### src/rtl/decoder_xotr_01xxx11_seq_if.sv
// Bus bundle between the XOTR prefix logic / memory side and the sequenced 01xxx11x decoder.
interface decoder_xotr_01xxx11_seq_if #(
  parameter int unsigned PHASE_W = 5
);
  logic               start;
  logic [7:0]         opcode;
  logic               flush;
  logic               mem_ready;
  logic               busy;
  logic [PHASE_W-1:0] phase;
  logic [1:0]         im;
  logic               ld_i_a;
  logic               ld_r_a;
  logic               ld_a_i;
  logic               ld_a_r;
  logic               rrd;
  logic               rld;
  logic               flag_wr;
  logic               mem_rd;
  logic               mem_wr;
  logic               done;
  logic               err;

  modport master (
    output start, opcode, flush, mem_ready,
    input  busy, phase, im, ld_i_a, ld_r_a, ld_a_i, ld_a_r,
           rrd, rld, flag_wr, mem_rd, mem_wr, done, err
  );

  modport slave (
    input  start, opcode, flush, mem_ready,
    output busy, phase, im, ld_i_a, ld_r_a, ld_a_i, ld_a_r,
           rrd, rld, flag_wr, mem_rd, mem_wr, done, err
  );
endinterface

### src/rtl/decoder_xotr_01xxx11_seq.sv
// Sequenced ED-page 01xxx11x decoder: latches the opcode, walks EXEC/MRD/ALU/MWR/DONE
// and emits registered per-phase strobes, IM register, memory handshake and completion.
module decoder_xotr_01xxx11_seq #(
  parameter int unsigned PHASE_W    = 5,
  parameter int unsigned ALU_CYCLES = 4,
  parameter int unsigned WAIT_MAX   = 16,
  parameter int unsigned IM_RESET   = 0
) (
  input logic                         clk,
  input logic                         notReset,
  decoder_xotr_01xxx11_seq_if.slave   bus
);
  localparam int unsigned CNT_MAX = (WAIT_MAX > ALU_CYCLES) ? WAIT_MAX : ALU_CYCLES;
  localparam int unsigned CNT_W   = $clog2(CNT_MAX + 1);

  typedef enum logic [2:0] {S_IDLE, S_EXEC, S_MRD, S_ALU, S_MWR, S_DONE} state_e;
  typedef enum logic [2:0] {K_NOP, K_IM, K_LD_IA, K_LD_RA, K_LD_AI, K_LD_AR, K_RRD, K_RLD} kind_e;

  state_e             state;
  logic [7:0]         op_q;
  logic [PHASE_W-1:0] phase_q;
  logic [CNT_W-1:0]   cnt;
  logic [1:0]         im_q;
  logic busy_q, ld_i_a_q, ld_r_a_q, ld_a_i_q, ld_a_r_q, rrd_q, rld_q;
  logic flag_wr_q, mem_rd_q, mem_wr_q, done_q, err_q;

  function automatic kind_e decode(input logic [7:0] op);
    kind_e k;
    k = K_NOP;
    if (op[7:6] == 2'b01 && op[2:1] == 2'b11) begin
      if (!op[0]) k = K_IM;
      else begin
        case (op[5:3])
          3'd0:    k = K_LD_IA;
          3'd1:    k = K_LD_RA;
          3'd2:    k = K_LD_AI;
          3'd3:    k = K_LD_AR;
          3'd4:    k = K_RRD;
          3'd5:    k = K_RLD;
          default: k = K_NOP;
        endcase
      end
    end
    return k;
  endfunction

  function automatic logic [1:0] im_mode(input logic [7:0] op);
    case (op[4:3])
      2'b10:   return 2'd1;
      2'b11:   return 2'd2;
      default: return 2'd0;
    endcase
  endfunction

  function automatic logic [PHASE_W-1:0] sat_inc(input logic [PHASE_W-1:0] p);
    return (&p) ? p : p + PHASE_W'(1);
  endfunction

  kind_e start_kind, op_kind;
  assign start_kind = decode(bus.opcode);
  assign op_kind    = decode(op_q);

  // Outputs are computed for the state being entered, so every strobe is a flop.
  always_ff @(posedge clk or negedge notReset) begin
    if (!notReset) begin
      state     <= S_IDLE;
      op_q      <= '0;
      phase_q   <= '0;
      cnt       <= '0;
      im_q      <= 2'(IM_RESET);
      busy_q    <= 1'b0;
      ld_i_a_q  <= 1'b0;
      ld_r_a_q  <= 1'b0;
      ld_a_i_q  <= 1'b0;
      ld_a_r_q  <= 1'b0;
      rrd_q     <= 1'b0;
      rld_q     <= 1'b0;
      flag_wr_q <= 1'b0;
      mem_rd_q  <= 1'b0;
      mem_wr_q  <= 1'b0;
      done_q    <= 1'b0;
      err_q     <= 1'b0;
    end else begin
      ld_i_a_q  <= 1'b0;
      ld_r_a_q  <= 1'b0;
      ld_a_i_q  <= 1'b0;
      ld_a_r_q  <= 1'b0;
      rrd_q     <= 1'b0;
      rld_q     <= 1'b0;
      flag_wr_q <= 1'b0;
      mem_rd_q  <= 1'b0;
      mem_wr_q  <= 1'b0;
      done_q    <= 1'b0;
      err_q     <= 1'b0;
      if (bus.flush) begin
        state   <= S_IDLE;
        busy_q  <= 1'b0;
        phase_q <= '0;
        cnt     <= '0;
      end else begin
        case (state)
          S_IDLE, S_DONE: begin
            if (bus.start) begin
              state     <= S_EXEC;
              op_q      <= bus.opcode;
              busy_q    <= 1'b1;
              phase_q   <= '0;
              cnt       <= '0;
              ld_i_a_q  <= (start_kind == K_LD_IA);
              ld_r_a_q  <= (start_kind == K_LD_RA);
              ld_a_i_q  <= (start_kind == K_LD_AI);
              ld_a_r_q  <= (start_kind == K_LD_AR);
              flag_wr_q <= (start_kind == K_LD_AI) || (start_kind == K_LD_AR);
            end else begin
              state   <= S_IDLE;
              busy_q  <= 1'b0;
              phase_q <= '0;
            end
          end
          S_EXEC: begin
            phase_q <= sat_inc(phase_q);
            cnt     <= '0;
            if (op_kind == K_RRD || op_kind == K_RLD) begin
              state    <= S_MRD;
              mem_rd_q <= 1'b1;
            end else begin
              if (op_kind == K_IM) im_q <= im_mode(op_q);
              state  <= S_DONE;
              done_q <= 1'b1;
            end
          end
          S_MRD, S_MWR: begin
            if (bus.mem_ready) begin
              phase_q <= sat_inc(phase_q);
              cnt     <= '0;
              if (state == S_MRD) begin
                state     <= S_ALU;
                rrd_q     <= (op_kind == K_RRD);
                rld_q     <= (op_kind == K_RLD);
                flag_wr_q <= (ALU_CYCLES == 1);
              end else begin
                state  <= S_DONE;
                done_q <= 1'b1;
              end
            end else if (cnt == CNT_W'(WAIT_MAX - 1)) begin
              // Timeout: the err cycle is already IDLE.
              state   <= S_IDLE;
              busy_q  <= 1'b0;
              phase_q <= '0;
              cnt     <= '0;
              err_q   <= 1'b1;
            end else begin
              phase_q  <= sat_inc(phase_q);
              cnt      <= cnt + CNT_W'(1);
              mem_rd_q <= (state == S_MRD);
              mem_wr_q <= (state == S_MWR);
            end
          end
          S_ALU: begin
            phase_q <= sat_inc(phase_q);
            if (cnt == CNT_W'(ALU_CYCLES - 1)) begin
              state    <= S_MWR;
              cnt      <= '0;
              mem_wr_q <= 1'b1;
            end else begin
              cnt       <= cnt + CNT_W'(1);
              flag_wr_q <= (cnt + CNT_W'(1) == CNT_W'(ALU_CYCLES - 1));
            end
          end
          default: begin
            state   <= S_IDLE;
            busy_q  <= 1'b0;
            phase_q <= '0;
          end
        endcase
      end
    end
  end

  assign bus.busy    = busy_q;
  assign bus.phase   = phase_q;
  assign bus.im      = im_q;
  assign bus.ld_i_a  = ld_i_a_q;
  assign bus.ld_r_a  = ld_r_a_q;
  assign bus.ld_a_i  = ld_a_i_q;
  assign bus.ld_a_r  = ld_a_r_q;
  assign bus.rrd     = rrd_q;
  assign bus.rld     = rld_q;
  assign bus.flag_wr = flag_wr_q;
  assign bus.mem_rd  = mem_rd_q;
  assign bus.mem_wr  = mem_wr_q;
  assign bus.done    = done_q;
  assign bus.err     = err_q;
endmodule

### src/flat_wrapper.sv
// flat-port wrapper written by rule: the top's interface ports become plain ports
module decoder_xotr_01xxx11_seq_flat 
#(
  parameter int unsigned PHASE_W    = 5,
  parameter int unsigned ALU_CYCLES = 4,
  parameter int unsigned WAIT_MAX   = 16,
  parameter int unsigned IM_RESET   = 0
)
  (clk, notReset, bus_start, bus_opcode, bus_flush, bus_mem_ready, bus_busy, bus_phase, bus_im, bus_ld_i_a, bus_ld_r_a, bus_ld_a_i, bus_ld_a_r, bus_rrd, bus_rld, bus_flag_wr, bus_mem_rd, bus_mem_wr, bus_done, bus_err);
  decoder_xotr_01xxx11_seq_if #(.PHASE_W(PHASE_W)) bus_i ();
  input logic clk;
  input logic notReset;
  input wire logic [$bits(bus_i.start)-1:0] bus_start;
  input wire logic [$bits(bus_i.opcode)-1:0] bus_opcode;
  input wire logic [$bits(bus_i.flush)-1:0] bus_flush;
  input wire logic [$bits(bus_i.mem_ready)-1:0] bus_mem_ready;
  output wire logic [$bits(bus_i.busy)-1:0] bus_busy;
  output wire logic [$bits(bus_i.phase)-1:0] bus_phase;
  output wire logic [$bits(bus_i.im)-1:0] bus_im;
  output wire logic [$bits(bus_i.ld_i_a)-1:0] bus_ld_i_a;
  output wire logic [$bits(bus_i.ld_r_a)-1:0] bus_ld_r_a;
  output wire logic [$bits(bus_i.ld_a_i)-1:0] bus_ld_a_i;
  output wire logic [$bits(bus_i.ld_a_r)-1:0] bus_ld_a_r;
  output wire logic [$bits(bus_i.rrd)-1:0] bus_rrd;
  output wire logic [$bits(bus_i.rld)-1:0] bus_rld;
  output wire logic [$bits(bus_i.flag_wr)-1:0] bus_flag_wr;
  output wire logic [$bits(bus_i.mem_rd)-1:0] bus_mem_rd;
  output wire logic [$bits(bus_i.mem_wr)-1:0] bus_mem_wr;
  output wire logic [$bits(bus_i.done)-1:0] bus_done;
  output wire logic [$bits(bus_i.err)-1:0] bus_err;
  assign bus_i.start = bus_start;
  assign bus_i.opcode = bus_opcode;
  assign bus_i.flush = bus_flush;
  assign bus_i.mem_ready = bus_mem_ready;
  assign bus_busy = bus_i.busy;
  assign bus_phase = bus_i.phase;
  assign bus_im = bus_i.im;
  assign bus_ld_i_a = bus_i.ld_i_a;
  assign bus_ld_r_a = bus_i.ld_r_a;
  assign bus_ld_a_i = bus_i.ld_a_i;
  assign bus_ld_a_r = bus_i.ld_a_r;
  assign bus_rrd = bus_i.rrd;
  assign bus_rld = bus_i.rld;
  assign bus_flag_wr = bus_i.flag_wr;
  assign bus_mem_rd = bus_i.mem_rd;
  assign bus_mem_wr = bus_i.mem_wr;
  assign bus_done = bus_i.done;
  assign bus_err = bus_i.err;
  decoder_xotr_01xxx11_seq #(.PHASE_W(PHASE_W), .ALU_CYCLES(ALU_CYCLES), .WAIT_MAX(WAIT_MAX), .IM_RESET(IM_RESET)) u_core (.clk(clk), .notReset(notReset), .bus(bus_i));
endmodule
### config.mk
export PLATFORM = sky130hd
export DESIGN_NAME = decoder_xotr_01xxx11_seq_flat
export DESIGN_NICKNAME = d
export VERILOG_FILES = /design/src/rtl/decoder_xotr_01xxx11_seq_if.sv /design/src/rtl/decoder_xotr_01xxx11_seq.sv /design/src/flat_wrapper.sv
export SDC_FILE = /design/constraint.sdc
export NUM_CORES = 1
export LEC_CHECK = 0
export ABC_AREA = 1
export CAP_MARGIN = 20
export CORE_UTILIZATION = 50
export CTS_BUF_LIST = sky130_fd_sc_hd__clkbuf_8
export DETAILED_ROUTE_END_ITERATION = 8
export DONT_BUFFER_PORTS = 1
export PLACE_DENSITY = 0.63
export SLEW_MARGIN = 10
export SYNTH_ARGS = -nofsm -noshare
export SYNTH_HDL_FRONTEND = slang
export SYNTH_SLANG_ARGS = --single-unit
### constraint.sdc
create_clock -name clk -period 1.9 [get_ports clk]
set_input_delay 0.095 -clock clk [delete_from_list [all_inputs] [get_ports clk]]
set_output_delay 0.095 -clock clk [all_outputs]
set_load 0.05 [all_outputs]
=== Word-level counts from Yosys, hierarchy flattened ===
Cells that the tools add are included.

* Flip-flop bits (word level): 35
* Input bits: 13
* Word-level logic and storage cells: 149

* Muxes and demuxes: 74
* Bitwise operators: 2
* $add $sub $neg: 2
* Reductions and logical operators: 17
* Eq/ne operators: 37

{| class="wikitable"
|+ Operator list
! kind !! count
|-
| 5-bit two-way mux || 9
|-
| 1-bit two-way mux || 44
|-
| 3-bit one-hot mux with 6 select lines || 2
|-
| 3-bit equality test (second input constant) || 10
|-
| 3-bit two-way mux || 10
|-
| 3-bit by 2-bit equality test with 1-bit output (second input constant) || 8
|-
| 5-bit one-hot mux with 4 select lines || 1
|-
| 3-bit by 1-bit equality test with 1-bit output (second input constant) || 4
|-
| 3-bit one-hot mux with 4 select lines || 1
|-
| 5-bit by 1-bit adder with 5-bit output (second input constant) || 2
|-
| 5-bit by 2-bit equality test with 1-bit output (second input constant) || 2
|-
| 5-bit one-hot mux with 2 select lines || 1
|-
| 3-bit zero test || 3
|-
| 2-bit equality test (second input constant) || 4
|-
| 1-bit one-hot mux with 2 select lines || 4
|-
| 3-bit by 2-bit != test with 1-bit output (second input constant) || 2
|-
| 3-bit != test (second input constant) || 2
|-
| 3-bit AND reduction || 2
|-
| 2-bit OR reduction || 3
|-
| 5-bit by 4-bit equality test with 1-bit output (second input constant) || 1
|-
| 5-bit AND reduction || 1
|-
| 5-bit nonzero test || 1
|-
| 2-bit by 1-bit equality test with 1-bit output (second input constant) || 2
|-
| 4-bit by 3-bit != test with 1-bit output (second input constant) || 1
|-
| 8 further kinds || 12
|}

=== Depth between registers and ports, before layout ===
Gate-level depths: netlist of run 1.

* Depth after elaboration: 9
* Gate-level depth with buffers: 10
* Depth with buffers taken out: 10

=== Worst setup path after synthesis of run 1 ===
OpenSTA, ideal clock, no wires.

* Kind: flip-flop to flip-flop
* Start point: register u_core.phase_q[0], in the netlist u_core.bus.phase[0]
* End point: register u_core.phase_q[1], in the netlist u_core.bus.phase[1]
* Buffers on the path: 0
* Path slack: 333 ps
* Arrival: 1440 ps
* Stages on the path, launching flop included: 7
* Required time: 1773 ps
* Cells stage by stage: dfrtp_1 ha_1 nand2_1 nor2_1 nand2_1 o21ai_0 a21oi_1

* Longest elaborated chain between the ends: 6

{| class="wikitable"
|+ RTL lines
! element !! line !! source
|-
| start, declared || decoder_xotr_01xxx11_seq.sv:21 || <nowiki>logic [PHASE_W-1:0] phase_q;</nowiki>
|-
| start signal, assigned || decoder_xotr_01xxx11_seq.sv:121 || <nowiki>phase_q <= sat_inc(phase_q);</nowiki>
|-
| start signal, assigned || decoder_xotr_01xxx11_seq.sv:134 || <nowiki>phase_q <= sat_inc(phase_q);</nowiki>
|-
| start signal, assigned || decoder_xotr_01xxx11_seq.sv:153 || <nowiki>phase_q <= sat_inc(phase_q);</nowiki>
|-
| 5-bit by 1-bit adder with 5-bit output or 5-bit AND reduction (tied branches) || decoder_xotr_01xxx11_seq.sv:56 || <nowiki>return (&p) ? p : p + PHASE_W'(1);</nowiki>
|-
| 5-bit two-way mux * || decoder_xotr_01xxx11_seq.sv:56 ||
|-
| 5-bit two-way mux || decoder_xotr_01xxx11_seq.sv:145 || <nowiki>end else if (cnt == CNT_W'(WAIT_MAX - 1)) begin</nowiki>
|-
| 5-bit two-way mux || decoder_xotr_01xxx11_seq.sv:133 || <nowiki>if (bus.mem_ready) begin</nowiki>
|-
| 5-bit one-hot mux with 2 select lines * || decoder_xotr_01xxx11_seq.sv:101 || <nowiki>case (state)</nowiki>
|-
| 5-bit two-way mux * || decoder_xotr_01xxx11_seq.sv:95 || <nowiki>if (bus.flush) begin</nowiki>
|}

Mark *: on every way between the ends. The rest lies on a longest branch, timed or not.
A chain may end at the register's enable or synchronous reset.

=== Worst setup path in the final report of run 1 ===
* Start point: register u_core.cnt[0]
* End point: register u_core.state[1]

* Longest elaborated chain between the ends: 3

{| class="wikitable"
|+ RTL lines
! element !! line !! source
|-
| start, declared || decoder_xotr_01xxx11_seq.sv:22 || <nowiki>logic [CNT_W-1:0] cnt;</nowiki>
|-
| start signal, assigned || decoder_xotr_01xxx11_seq.sv:154 || <nowiki>cnt <= cnt + CNT_W'(1);</nowiki>
|-
| start signal, assigned || decoder_xotr_01xxx11_seq.sv:166 || <nowiki>cnt <= cnt + CNT_W'(1);</nowiki>
|-
| 5-bit by 4-bit equality test with 1-bit output or 5-bit by 2-bit equality test with 1-bit output (tied branches) || decoder_xotr_01xxx11_seq.sv:145, decoder_xotr_01xxx11_seq.sv:161 ||
|-
| 4-bit by 3-bit != test with 1-bit output (no line) or 3-bit by 2-bit != test with 1-bit output (tied branches) || n/a ||
|-
| 2-bit AND reduction (no line) * || n/a ||
|-
| end signal, assigned || decoder_xotr_01xxx11_seq.sv:142 || <nowiki>state <= S_DONE;</nowiki>
|-
| end signal, assigned || decoder_xotr_01xxx11_seq.sv:147 || <nowiki>state <= S_IDLE;</nowiki>
|-
| end signal, assigned || decoder_xotr_01xxx11_seq.sv:162 || <nowiki>state <= S_MWR;</nowiki>
|-
| end, declared || decoder_xotr_01xxx11_seq.sv:19 || <nowiki>state_e state;</nowiki>
|}

Marked as above.

==> parameters.txt, run 1 <==
Parameter                              Value

Status
  Status ... complete, no violations

Clocking
  Clock transition at the registers of the reported paths ... 0.06 ns
  Clock latency at the later pin of the worst-skew pair ... 0.28 ns
  Cells resized by post-CTS repair ... 0
  Clock tree from TritonCTS ... built
  Post-CTS repair timing setup buffer count ... 0
  Cell at the root of the clock tree ... sky130_fd_sc_hd__clkbuf_8
  Number of buffers inserted during clock tree synthesis ... 5
  Clock Path Buffers ... 2
  Total number of H-tree levels ... 2
  Number of sinks on the clock net ... 35

Synthesis
  Fraction of registers with async set or reset after synthesis ... 100%
  Post-synth cell types ... 25
  Mean post-synth cell area ... 7.90 µm²
  Cell taking the most area after synthesis ... sky130_fd_sc_hd__dfrtp_1
  Syn Inst Count ... 228
  Mapped cell area ... 0.00180 mm²
  Yosys top cell area share ... 48.6%
  Part of the Yosys area used for sequential elements ... 48.6%
  Flip-flop and latch count after synthesis ... 35
  Cell types with the largest area share after synthesis ... sky130_fd_sc_hd__dfrtp_1, sky130_fd_sc_hd__nand2_1, sky130_fd_sc_hd__nand3_1
  Top flip-flop cell by instance count after synthesis ... sky130_fd_sc_hd__dfrtp_1
  Number of warnings reported in the yosys synthesis log ... 0
  Post-Synthesis Net Count ... 246
  Number of synthesized flops with an enable pin ... 0

STA
  RSZ-0062 raised after global routing ... false
  Final hold violations ... 0
  Number of setup violations in the final report ... 0
  Slew of the pin with the lowest slew margin ... 0.489 ns
  Fraction of the cycle the final worst path needs ... 89.2%
  Max-slew headroom at the worst pin ... 67.4%
  Setup Total Neg Slack ... 0 ns
  Clock tree skew after final layout ... 0.00473 ns
  Maximum operating frequency ... 0.590 GHz
  Minimum clock period after layout ... 1.69 ns
  Final Slew Violations ... 0

Critical path
  Crit Path Category ... flop to flop
  Crit path largest cell delay ... 0.42 ns
  Cells along the critical path ... ha_1 -> nand2_1 -> nor2_1 -> ha_1 -> nor2_1 -> nand3_1 -> nand3_2 -> nand3_1 -> nand2_1
  Critical path endpoint category ... flop
  Origin of the worst setup path ... u_core.cnt[0]
  Reg2reg start ... u_core.cnt[0]
  Kind of start point of the critical path ... flop
  Reg2Reg Depth ... 9
  Reg2reg setup slack ... 0.21 ns
  Worst-path maximum fanout ... 5
  Master of the slowest instance on the critical path ... sky130_fd_sc_hd__dfrtp_1
  WP data arrival ... 1.92 ns
  Worst path required time ... 2.12 ns
  Reg-to-reg endpoint ... u_core.state[1]

Layout
  Share of cells above drive strength 1 ... 7.63%
  P&R area growth vs syn ... 15.5%
  Leading cell types in the layout, fill and taps excluded ... sky130_fd_sc_hd__nand2_1, sky130_fd_sc_hd__dfrtp_1, sky130_fd_sc_hd__nor2_1
  Net count reported at finish ... 268
  Leading cell type in the layout, fill and taps excluded ... sky130_fd_sc_hd__nand2_1
  Diode count ... 0

Die
  Die outline width ... 62.0 µm
  Die Area ... 0.00385 mm²
  Ports placed on the boundary ... 32
  Std-Cell Core Area ... 0.00339 mm²
  Number of cell rows ... 21
  Starting density of the core ... 53.2%
  Vertical extent of the die ... 62.0 µm

GRT
  Maximum number of pins on one net before global-route repair ... 36
  Overflow after GRT ... 0
  Vias in the first global route ... 1382
  Overall global routing resource usage ... 22.1%
  Number of antenna violations at the first check in global routing ... 0
  Wire length of the first global-routing pass ... 6020 µm

Min path
  Worst min path class ... input pin to flop
  Worst Hold Depth ... 2
  Hold endpoint ... u_core.bus.done
  Startpoint of the lowest-slack hold path ... bus_mem_ready

Detailed routing
  Count of unresolved DRC violations after routing ... 0
  Sum of routed wire length over all layers ... 3570 µm
  Vias after detailed routing ... 1477
  Count of nets left with antenna violations after detail routing ... 0
  Via-per-instance ratio ... 5.01
  Drt initial violations ... 108
  Routed wire length per instance ... 12.1 µm
  Detailed-router iteration count before antenna repair ... 4

Power
  Overall power ... 1760 µW
  Pleak ... 0.00109 µW
  IR Drop Worst-Case VDD ... 0.549 mV
  Areal power density over the cells ... 844 mW/mm²

Placement
  Number of buffer cells added on primary ports ... 0
  RePlAce Congestion ... 0.866
  Half-perimeter wire length after detailed placement ... 2560 µm

Run
  Max-capacitance violation count ... 0
[final cells by class]
class	instances	area, µm²
fill	305	1310
sequential	35	876
multi-input combinational	162	798
timing repair buffer	17	168
inverter	29	109
clock buffer	5	68.8
tap	46	57.6
clock inverter	1	3.75
[through the flow]
stage / utilization (%) / hold WS [ns] / setup WS (ns) / std cells / cell area [µm²]
floorplan: - / -0.201 / 0.333 / 228 / 1800
global placement: 55.4 / -0.200 / 0.298 / 277 / 1880
detailed placement: 55.4 / -0.200 / 0.234 / 277 / 1880
CTS: 61.4 / 0.00599 / 0.220 / 295 / 2080
global route: 61.4 / 0.0123 / 0.117 / 295 / 2080
finish: 61.4 / 0.00801 / 0.205 / 295 / 2080
[cell usage after synthesis (2+ instances only)]
cell type	n
sky130_fd_sc_hd__nand2_1	69
sky130_fd_sc_hd__nor2_1	29
sky130_fd_sc_hd__o21ai_1	5
sky130_fd_sc_hd__dfrtp_1	35
sky130_fd_sc_hd__o21a_1	2
sky130_fd_sc_hd__ha_1	5
sky130_fd_sc_hd__nand2_2	2
sky130_fd_sc_hd__nand3_1	23
sky130_fd_sc_hd__inv_1	27
sky130_fd_sc_hd__a21oi_1	8
sky130_fd_sc_hd__o21ai_0	5
sky130_fd_sc_hd__nand4_1	3
sky130_fd_sc_hd__xnor2_1	3
[worst max-delay path, delay by kind of cell (launching register included)]
family	cells	cell delay [ns]
adder cells (fa/ha/maj)	2	0.45
AND/OR/NAND/NOR	7	0.78
flip-flops	1	0.42
[power by group]
group / internal [µW] / total [µW] / switching [µW]
clock network: 238 / 477 / 239
registers: 828 / 940 / 112
logic: 119 / 340 / 220
[routing by layer]
metal  track usage, %  share of wire [%]
met1             29.5                 45
met2             33.7                 46
met3             6.83                7.6
met4             8.57                1.6
met5                0                  0
[how the worst max path moves through the flow]
stage | end | cells past startpoint | slack, ns
4_1_cts | u_core.state[2] | 10 | 0.22
3_5_place_dp | u_core.state[2] | 10 | 0.23
3_3_place_gp | u_core.state[2] | 10 | 0.30
6_report | u_core.state[1] | 9 | 0.21
5_1_grt | u_core.cnt[0] | 9 | 0.12
2_1_floorplan | u_core.bus.phase[1] | 6 | 0.33
[sequential cells by signal, indices dropped and copies added (netlist names), 2 cells and up]
| name | count |
|---|---|
| u_core.bus.phase | 5 |
| u_core.state | 3 |
| u_core.cnt | 5 |
| u_core.bus.im | 2 |
| u_core.op_q | 8 |
[timing repair]
action / 4_1_cts / 5_1_grt
hold endpoints to repair: 51 / 0
endpoints found under the setup margin: 0 / 0
hold buffers: 12 / 0
[cells by family after synthesis]
kind of cell | share of synthesized area [%]
AND/OR/NAND/NOR | 32.7
flip-flops | 48.6
buffers and inverters | 7.08
AO/OA/AOI/OAI | 6.67
adder cells (fa/ha/maj) | 3.47
XOR/XNOR | 1.46
Note: power is estimated with default switching activity, not from simulation.
==> run 2, diff against run 1 <==
- clock period: 1.9 -> 2 ns (I/O delays scaled with it)
==> run 2 against run 1 <==
Compared with the run above:
- via count shrank 0.41%
- critical path type unchanged
- largest power group unchanged
- highest routed layer unchanged
- non-clock buffer count shrank 2
- global-route usage shrank 0.50 points
- sequential power shrank 5.1%
- routed wire length shrank 1.2%
- largest cell class unchanged
- critical path depth is the same
- maximum frequency grew 0.14%
- combinational power shrank 5.9%
- utilization shrank 0.59 points
- hold slack gained 0.011 ns
==> parameters.txt, run 2 (synthesis gave the netlist of run 1 again) <==
Parameter                              Value

Critical path
  Reg2reg setup slack ... 0.31 ns (was 0.21 ns)
  Reg2reg start ... u_core.cnt[1] (was u_core.cnt[0])
  Worst path required time ... 2.22 ns (was 2.12 ns)
  Critical path endpoint category ... flop (unchanged)
  Cells along the critical path ... ha_1 -> nand2_1 -> nor2_1 -> ha_1 -> nor2_1 -> nand3_1 -> nand3_2 -> nand3_1 -> nand2_1 (unchanged)
  Master of the slowest instance on the critical path ... sky130_fd_sc_hd__dfrtp_1 (unchanged)
  Worst-path maximum fanout ... 5 (unchanged)
  Crit Path Category ... flop to flop (unchanged)
  WP data arrival ... 1.91 ns (was 1.92 ns)
  Reg-to-reg endpoint ... u_core.state[1] (unchanged)
  Reg2Reg Depth ... 9 (unchanged)
  Crit path largest cell delay ... 0.44 ns (was 0.42 ns)
  Kind of start point of the critical path ... flop (unchanged)
  Origin of the worst setup path ... u_core.cnt[1] (was u_core.cnt[0])

Layout
  Share of cells above drive strength 1 ... 7.69% (was 7.63%)
  Diode count ... 0 (unchanged)
  Sequential cell area ... 876 µm² (unchanged)
  P&R area growth vs syn ... 14.4% (was 15.5%)
  Net count reported at finish ... 266 (was 268)
  Area used by multi-input combinational logic ... 798 µm² (unchanged)
  Most flop-heavy register ... u_core.op_q (unchanged)
  Flip-flop count of the largest register after layout ... 8 (unchanged)
  Leading cell types in the layout, fill and taps excluded ... sky130_fd_sc_hd__nand2_1, sky130_fd_sc_hd__dfrtp_1, sky130_fd_sc_hd__nor2_1 (unchanged)
  Leading cell type in the layout, fill and taps excluded ... sky130_fd_sc_hd__nand2_1 (unchanged)
  Fillers ... 302 (was 305)

STA
  Slew of the pin with the lowest slew margin ... 0.499 ns (was 0.489 ns)
  RSZ-0062 raised after global routing ... false (unchanged)
  Final Slew Violations ... 0 (unchanged)
  Max-slew headroom at the worst pin ... 66.7% (was 67.4%)
  Clock tree skew after final layout ... 0.00522 ns (was 0.00473 ns)
  Fraction of the cycle the final worst path needs ... 84.6% (was 89.2%)
  Maximum operating frequency ... 0.591 GHz (was 0.590 GHz)
  Final hold violations ... 0 (unchanged)
  Setup Total Neg Slack ... 0 ns (unchanged)
  Minimum clock period after layout ... 1.69 ns (about the same)
  Number of setup violations in the final report ... 0 (unchanged)

Die
  Vertical extent of the die ... 62.0 µm (unchanged)
  Die outline width ... 62.0 µm (unchanged)
  Std-Cell Core Area ... 0.00339 mm² (unchanged)
  Die Area ... 0.00385 mm² (unchanged)
  Number of cell rows ... 21 (unchanged)
  Ports placed on the boundary ... 32 (unchanged)
  Starting density of the core ... 53.2% (unchanged)

Status
  Status ... complete, no violations (unchanged)

Detailed routing
  Vias after detailed routing ... 1471 (was 1477)
  Drt initial violations ... 109 (was 108)
  Count of unresolved DRC violations after routing ... 0 (unchanged)
  Count of nets left with antenna violations after detail routing ... 0 (unchanged)
  Detailed-router iteration count before antenna repair ... 4 (unchanged)
  Routed wire length per instance ... 12.0 µm (was 12.1 µm)
  Via-per-instance ratio ... 5.02 (was 5.01)
  Sum of routed wire length over all layers ... 3530 µm (was 3570 µm)

Min path
  Worst min path class ... input pin to flop (unchanged)
  Startpoint of the lowest-slack hold path ... bus_mem_ready (unchanged)
  Hold endpoint ... u_core.bus.err (was u_core.bus.done)
  Worst Hold Depth ... 3 (was 2)

Run
  Max-capacitance violation count ... 0 (unchanged)

GRT
  Maximum number of pins on one net before global-route repair ... 36 (unchanged)
  Wire length of the first global-routing pass ... 5940 µm (was 6020 µm)
  Number of antenna violations at the first check in global routing ... 0 (unchanged)
  Overflow after GRT ... 0 (unchanged)
  Overall global routing resource usage ... 21.6% (was 22.1%)
  Vias in the first global route ... 1403 (was 1382)

Clocking
  Clock Path Buffers ... 2 (unchanged)
  Clock transition at the registers of the reported paths ... 0.06 ns (about the same)
  Number of buffers inserted during clock tree synthesis ... 5 (unchanged)
  Post-CTS repair timing setup buffer count ... 0 (unchanged)
  Clock latency at the later pin of the worst-skew pair ... 0.28 ns (about the same)
  Total number of H-tree levels ... 2 (unchanged)
  Cell at the root of the clock tree ... sky130_fd_sc_hd__clkbuf_8 (unchanged)
  Number of sinks on the clock net ... 35 (unchanged)
  Clock tree from TritonCTS ... built (unchanged)

Power
  Areal power density over the cells ... 806 mW/mm² (was 844 mW/mm²)
  Pleak ... 0.00108 µW (was 0.00109 µW)
  Overall power ... 1660 µW (was 1760 µW)
  IR Drop Worst-Case VDD ... 0.531 mV (was 0.549 mV)

Placement
  Number of buffer cells added on primary ports ... 0 (unchanged)
  RePlAce Congestion ... 0.866 (unchanged)
  Half-perimeter wire length after detailed placement ... 2560 µm (about the same)
run 2: cell count changes in the layout (fill, tap and decap cells not counted):
cell / previous run / this run
sky130_fd_sc_hd__dlygate4sd3_1: 11 / 9
run 2: cell type report:
type                       instances  area share, %
clock buffer                       5           3.34
clock inverter                     1          0.182
inverter                          29           5.28
multi-input combinational        162           38.7
sequential                        35           42.5
tap                               46           2.79
timing repair buffer              15           7.16
run 2: through the flow:
step	utilization, %	setup slack (ns)	cells	cell area [µm²]	hold WS [ns]
after floorplan	-	0.433	228	1800	-0.196
after global placement	55.4	0.398	277	1880	-0.195
after detailed placement	55.4	0.339	277	1880	-0.195
after CTS	60.8	0.317	293	2060	0.00748
after global routing	60.8	0.197	293	2060	0.0209
final	60.8	0.308	293	2060	0.0190
run 2: worst max path at each step:
stage                               end  slack (ns)  depth (start not counted)
floorplan           u_core.bus.phase[1]        0.43                          6
global placement        u_core.state[2]        0.40                         10
detailed placement        u_core.cnt[3]        0.34                          9
CTS                     u_core.state[1]        0.32                          9
global route            u_core.bus.busy        0.20                          9
finish                  u_core.state[1]        0.31                          9
run 2: timing repair:
item / in CTS / in global routing
setup endpoints to repair: 0 / 0
endpoints found under the hold margin: 48 / 0
hold buffers: 10 / 0
resized for setup: 0 / 0
run 2: report_power, final:
group          leakage, µW  internal (µW)  switching [µW]
combinational     0.000568            111             209
clock            0.0000413            227             222
sequential        0.000469            786             105
total              0.00108           1120             537
run 2: layer usage:
layer	up-vias	share of wire, %	GRT usage, %
met5	-	0	0
met4	0	0.99	4.76
met3	5	5.4	6.63
met2	46	47	36.6
met1	659	47	27.2
li1	761	-	-
run 2: worst max-delay path: cells and delay by family (launching register included):
kind                       cells  cell delay (ns)
and+or+nand+nor                7             0.76
DFF                            1             0.44
adders and majority gates      2             0.43
==> run 3, diff against run 2 <==
- clock period: 2 -> 1.7 ns (I/O delays scaled with it)
==> run 3 against run 2 <==
Compared with the run above:
- routed wire length increased by 9.2%
- maximum frequency increased by 7.9%
- final cell count increased by 2.0%
- hold slack improved by 0.0063 ns
- global-route usage increased by 1.1 points
- sequential share of layout area decreased by 2.0 points
- total power increased by 26%
- critical path depth increased by 1
- utilization increased by 3.0 points
- flip-flop and latch count unchanged
- clock power increased by 44%
- design area increased by 4.9%
==> parameters.txt, run 3 (synthesis gave the netlist of run 1 again) <==
Parameter                              Value

Layout
  Flip-flop count of the largest register after layout ... 8 (unchanged)
  Leading cell types in the layout, fill and taps excluded ... sky130_fd_sc_hd__nand2_1, sky130_fd_sc_hd__dfrtp_1, sky130_fd_sc_hd__inv_1 (was sky130_fd_sc_hd__nand2_1, sky130_fd_sc_hd__dfrtp_1, sky130_fd_sc_hd__nor2_1)
  Cell Count, Final, Fillers Out ... 299 (was 293)
  Layout Cell Area excl Fill ... 0.00216 mm² (was 0.00206 mm²)
  Final core occ ... 63.8% (was 60.8%)
  Leading cell type in the layout, fill and taps excluded ... sky130_fd_sc_hd__nand2_1 (unchanged)
  P&R area growth vs syn ... 19.9% (was 14.4%)
  Net count reported at finish ... 270 (was 266)
  Share of cells above drive strength 1 ... 11.9% (was 7.69%)
  Diode count ... 0 (unchanged)
  Most flop-heavy register ... u_core.op_q (unchanged)

Die
  Starting density of the core ... 53.2% (unchanged)
  Ports placed on the boundary ... 32 (unchanged)
  Number of cell rows ... 21 (unchanged)
  Std-Cell Core Area ... 0.00339 mm² (unchanged)
  Vertical extent of the die ... 62.0 µm (unchanged)
  Die Area ... 0.00385 mm² (unchanged)
  Die outline width ... 62.0 µm (unchanged)

Clocking
  Clock transition at the registers of the reported paths ... 0.07 ns (was 0.06 ns)
  Cell at the root of the clock tree ... sky130_fd_sc_hd__clkbuf_8 (unchanged)
  Number of sinks on the clock net ... 35 (unchanged)
  Clock tree from TritonCTS ... built (unchanged)
  Post-CTS repair timing setup buffer count ... 0 (unchanged)
  Clock Path Buffers ... 2 (unchanged)
  Number of buffers inserted during clock tree synthesis ... 5 (unchanged)
  Clock latency at the later pin of the worst-skew pair ... 0.28 ns (about the same)
  Total number of H-tree levels ... 2 (unchanged)

Critical path
  Cells along the critical path ... ha_2 -> nand2_1 -> nor2_2 -> ha_2 -> nor2_4 -> nand3_2 -> nand2_1 -> nor2_1 -> nand3_1 -> nand2_1 (was ha_1 -> nand2_1 -> nor2_1 -> ha_1 -> nor2_1 -> nand3_1 -> nand3_2 -> nand3_1 -> nand2_1)
  WP data arrival ... 1.74 ns (was 1.91 ns)
  Sum of buffers and inverters on the critical path ... 0 (unchanged)
  Crit path largest cell delay ... 0.39 ns (was 0.44 ns)
  Kind of start point of the critical path ... flop (unchanged)
  Reg2Reg Depth ... 10 (was 9)
  Worst path required time ... 1.87 ns (was 2.22 ns)
  CP delay by family, top ... simple AND/OR/NAND/NOR gates (unchanged)
  Reg2reg start ... u_core.cnt[0] (was u_core.cnt[1])
  Critical path endpoint category ... flop (unchanged)
  Master of the slowest instance on the critical path ... sky130_fd_sc_hd__dfrtp_1 (unchanged)
  Worst-path maximum fanout ... 3 (was 5)
  Origin of the worst setup path ... u_core.cnt[0] (was u_core.cnt[1])
  WP depth ... 10 (was 9)
  Cell repeated most along the worst path ... sky130_fd_sc_hd__nand2_1
  Crit Path Category ... flop to flop (unchanged)

STA
  Minimum clock period after layout ... 1.57 ns (was 1.69 ns)
  Max-slew headroom at the worst pin ... 67.3% (was 66.7%)
  Setup Total Neg Slack ... 0 ns (unchanged)
  Maximum operating frequency ... 0.638 GHz (was 0.591 GHz)
  Clock tree skew after final layout ... 0.00496 ns (was 0.00522 ns)
  Number of setup violations in the final report ... 0 (unchanged)
  Slew of the pin with the lowest slew margin ... 0.490 ns (was 0.499 ns)
  Final Slew Violations ... 0 (unchanged)
  Fraction of the cycle the final worst path needs ... 92.2% (was 84.6%)
  Final hold violations ... 0 (unchanged)

Power
  Sw Ratio ... 31.8% (was 32.3%)
  Clock share of power ... 30.9% (was 27.0%)
  Cell internal power dissipation ... 1430 µW (was 1120 µW)
  Psw ... 665 µW (was 537 µW)
  Sequential share of power ... 50.2% (was 53.7%)
  Combinational group share of total power ... 19.0% (was 19.3%)
  Areal power density over the cells ... 968 mW/mm² (was 806 mW/mm²)
  Pleak ... 0.00111 µW (was 0.00108 µW)
  Overall power ... 2090 µW (was 1660 µW)
  IR Drop Worst-Case VDD ... 0.652 mV (was 0.531 mV)

Detailed routing
  Uppermost routed layer ... met4 (unchanged)
  Routed wire length per instance ... 12.9 µm (was 12.0 µm)
  Via-per-instance ratio ... 5.17 (was 5.02)
  Count of unresolved DRC violations after routing ... 0 (unchanged)
  Vias after detailed routing ... 1545 (was 1471)
  Drt initial violations ... 95 (was 109)
  Met2 WL post-DR ... 1870 µm (was 1660 µm)
  Sum of routed wire length over all layers ... 3850 µm (was 3530 µm)
  Count of nets left with antenna violations after detail routing ... 0 (unchanged)
  Post-route met1 wirelength ... 1720 µm (was 1650 µm)
  Met3 layer wire length in the routed design ... 179 µm (was 190 µm)
  Detailed-router iteration count before antenna repair ... 4 (unchanged)

Placement
  Number of buffer cells added on primary ports ... 0 (unchanged)
  RePlAce Congestion ... 0.866 (about the same)
  Half-perimeter wire length after detailed placement ... 2690 µm (was 2560 µm)
  Placed insts ... 279 (was 277)
  Standard cell area after detailed placement ... 0.00189 mm² (was 0.00188 mm²)

Min path
  Worst min path class ... input pin to flop (unchanged)
  Startpoint of the lowest-slack hold path ... bus_mem_ready (unchanged)
  Worst Hold Depth ... 3 (unchanged)

GRT
  Vias in the first global route ... 1410 (was 1403)
  Number of antenna violations at the first check in global routing ... 0 (unchanged)
  Wire length of the first global-routing pass ... 6150 µm (was 5940 µm)
  Overflow after GRT ... 0 (unchanged)
  Overall global routing resource usage ... 22.8% (was 21.6%)
  Maximum number of pins on one net before global-route repair ... 36 (unchanged)

Run
  Max-capacitance violation count ... 0 (unchanged)

Status
  Status ... complete, no violations (unchanged)
==> run 3: cell count changes in the layout (fill, tap and decap cells not counted), sizes merged <==
cell         change
buf              +2
clkbuf           +2
dlygate4sd3      +2
==> run 3: power groups by stage <==
stage                     logic (µW)  clock network (µW)  registers [µW]
after floorplan                  252                   0            1070
after global placement           333                   0            1060
after detailed placement         344                   0            1060
after CTS                        391                 663            1050
after global routing             450                 701            1060
final                            396                 646            1050
==> run 3: layout make-up <==
type | count | area, µm²
clock buffers | 7 | 96.3
clock inverters | 1 | 3.75
fillers | 302 | 1230
inverters | 29 | 109
multi-input cells | 162 | 836
flip-flops and latches | 35 | 876
well taps | 46 | 57.6
repair buffers | 19 | 183
==> run 3: final timing paths <==
path                                  endpoint  slack [ns]
setup / recovery               u_core.state[2]        0.13
hold / removal                 u_core.state[2]        0.03
setup reg to reg               u_core.state[2]        0.13
hold reg to reg                 u_core.op_q[7]        0.49
max in group asynchronous        u_core.cnt[4]        1.28
min in group asynchronous  u_core.bus.phase[2]        0.25
==> run 3: timing repair <==
action / CTS / global route
resized for setup: 0 / 9
hold buffers: 12 / 0
endpoints found under the hold margin: 51 / 0
setup endpoints to repair: 0 / 9
==> run 3: worst min-delay path, stage by stage <==
cell	delay [ns]
sky130_fd_sc_hd__nor2_4	0.03
sky130_fd_sc_hd__nand4_1	0.10
sky130_fd_sc_hd__nand2_1	0.06
==> run 3: metal layers <==
metal	vias to the layer above	track usage, %
met2	55	36.2
met3	7	4.55
met5	-	0
met1	713	29.6
li1	770	-
met4	0	11.4
==> run 3: per-stage QoR <==
stage | hold WS, ns | setup WS, ns
5_1_grt | 0.0292 | -0.00842
3_3_place_gp | -0.210 | 0.142
6_report | 0.0252 | 0.132
3_5_place_dp | -0.210 | 0.0562
4_1_cts | 0.0252 | 0.00844
2_1_floorplan | -0.211 | 0.133
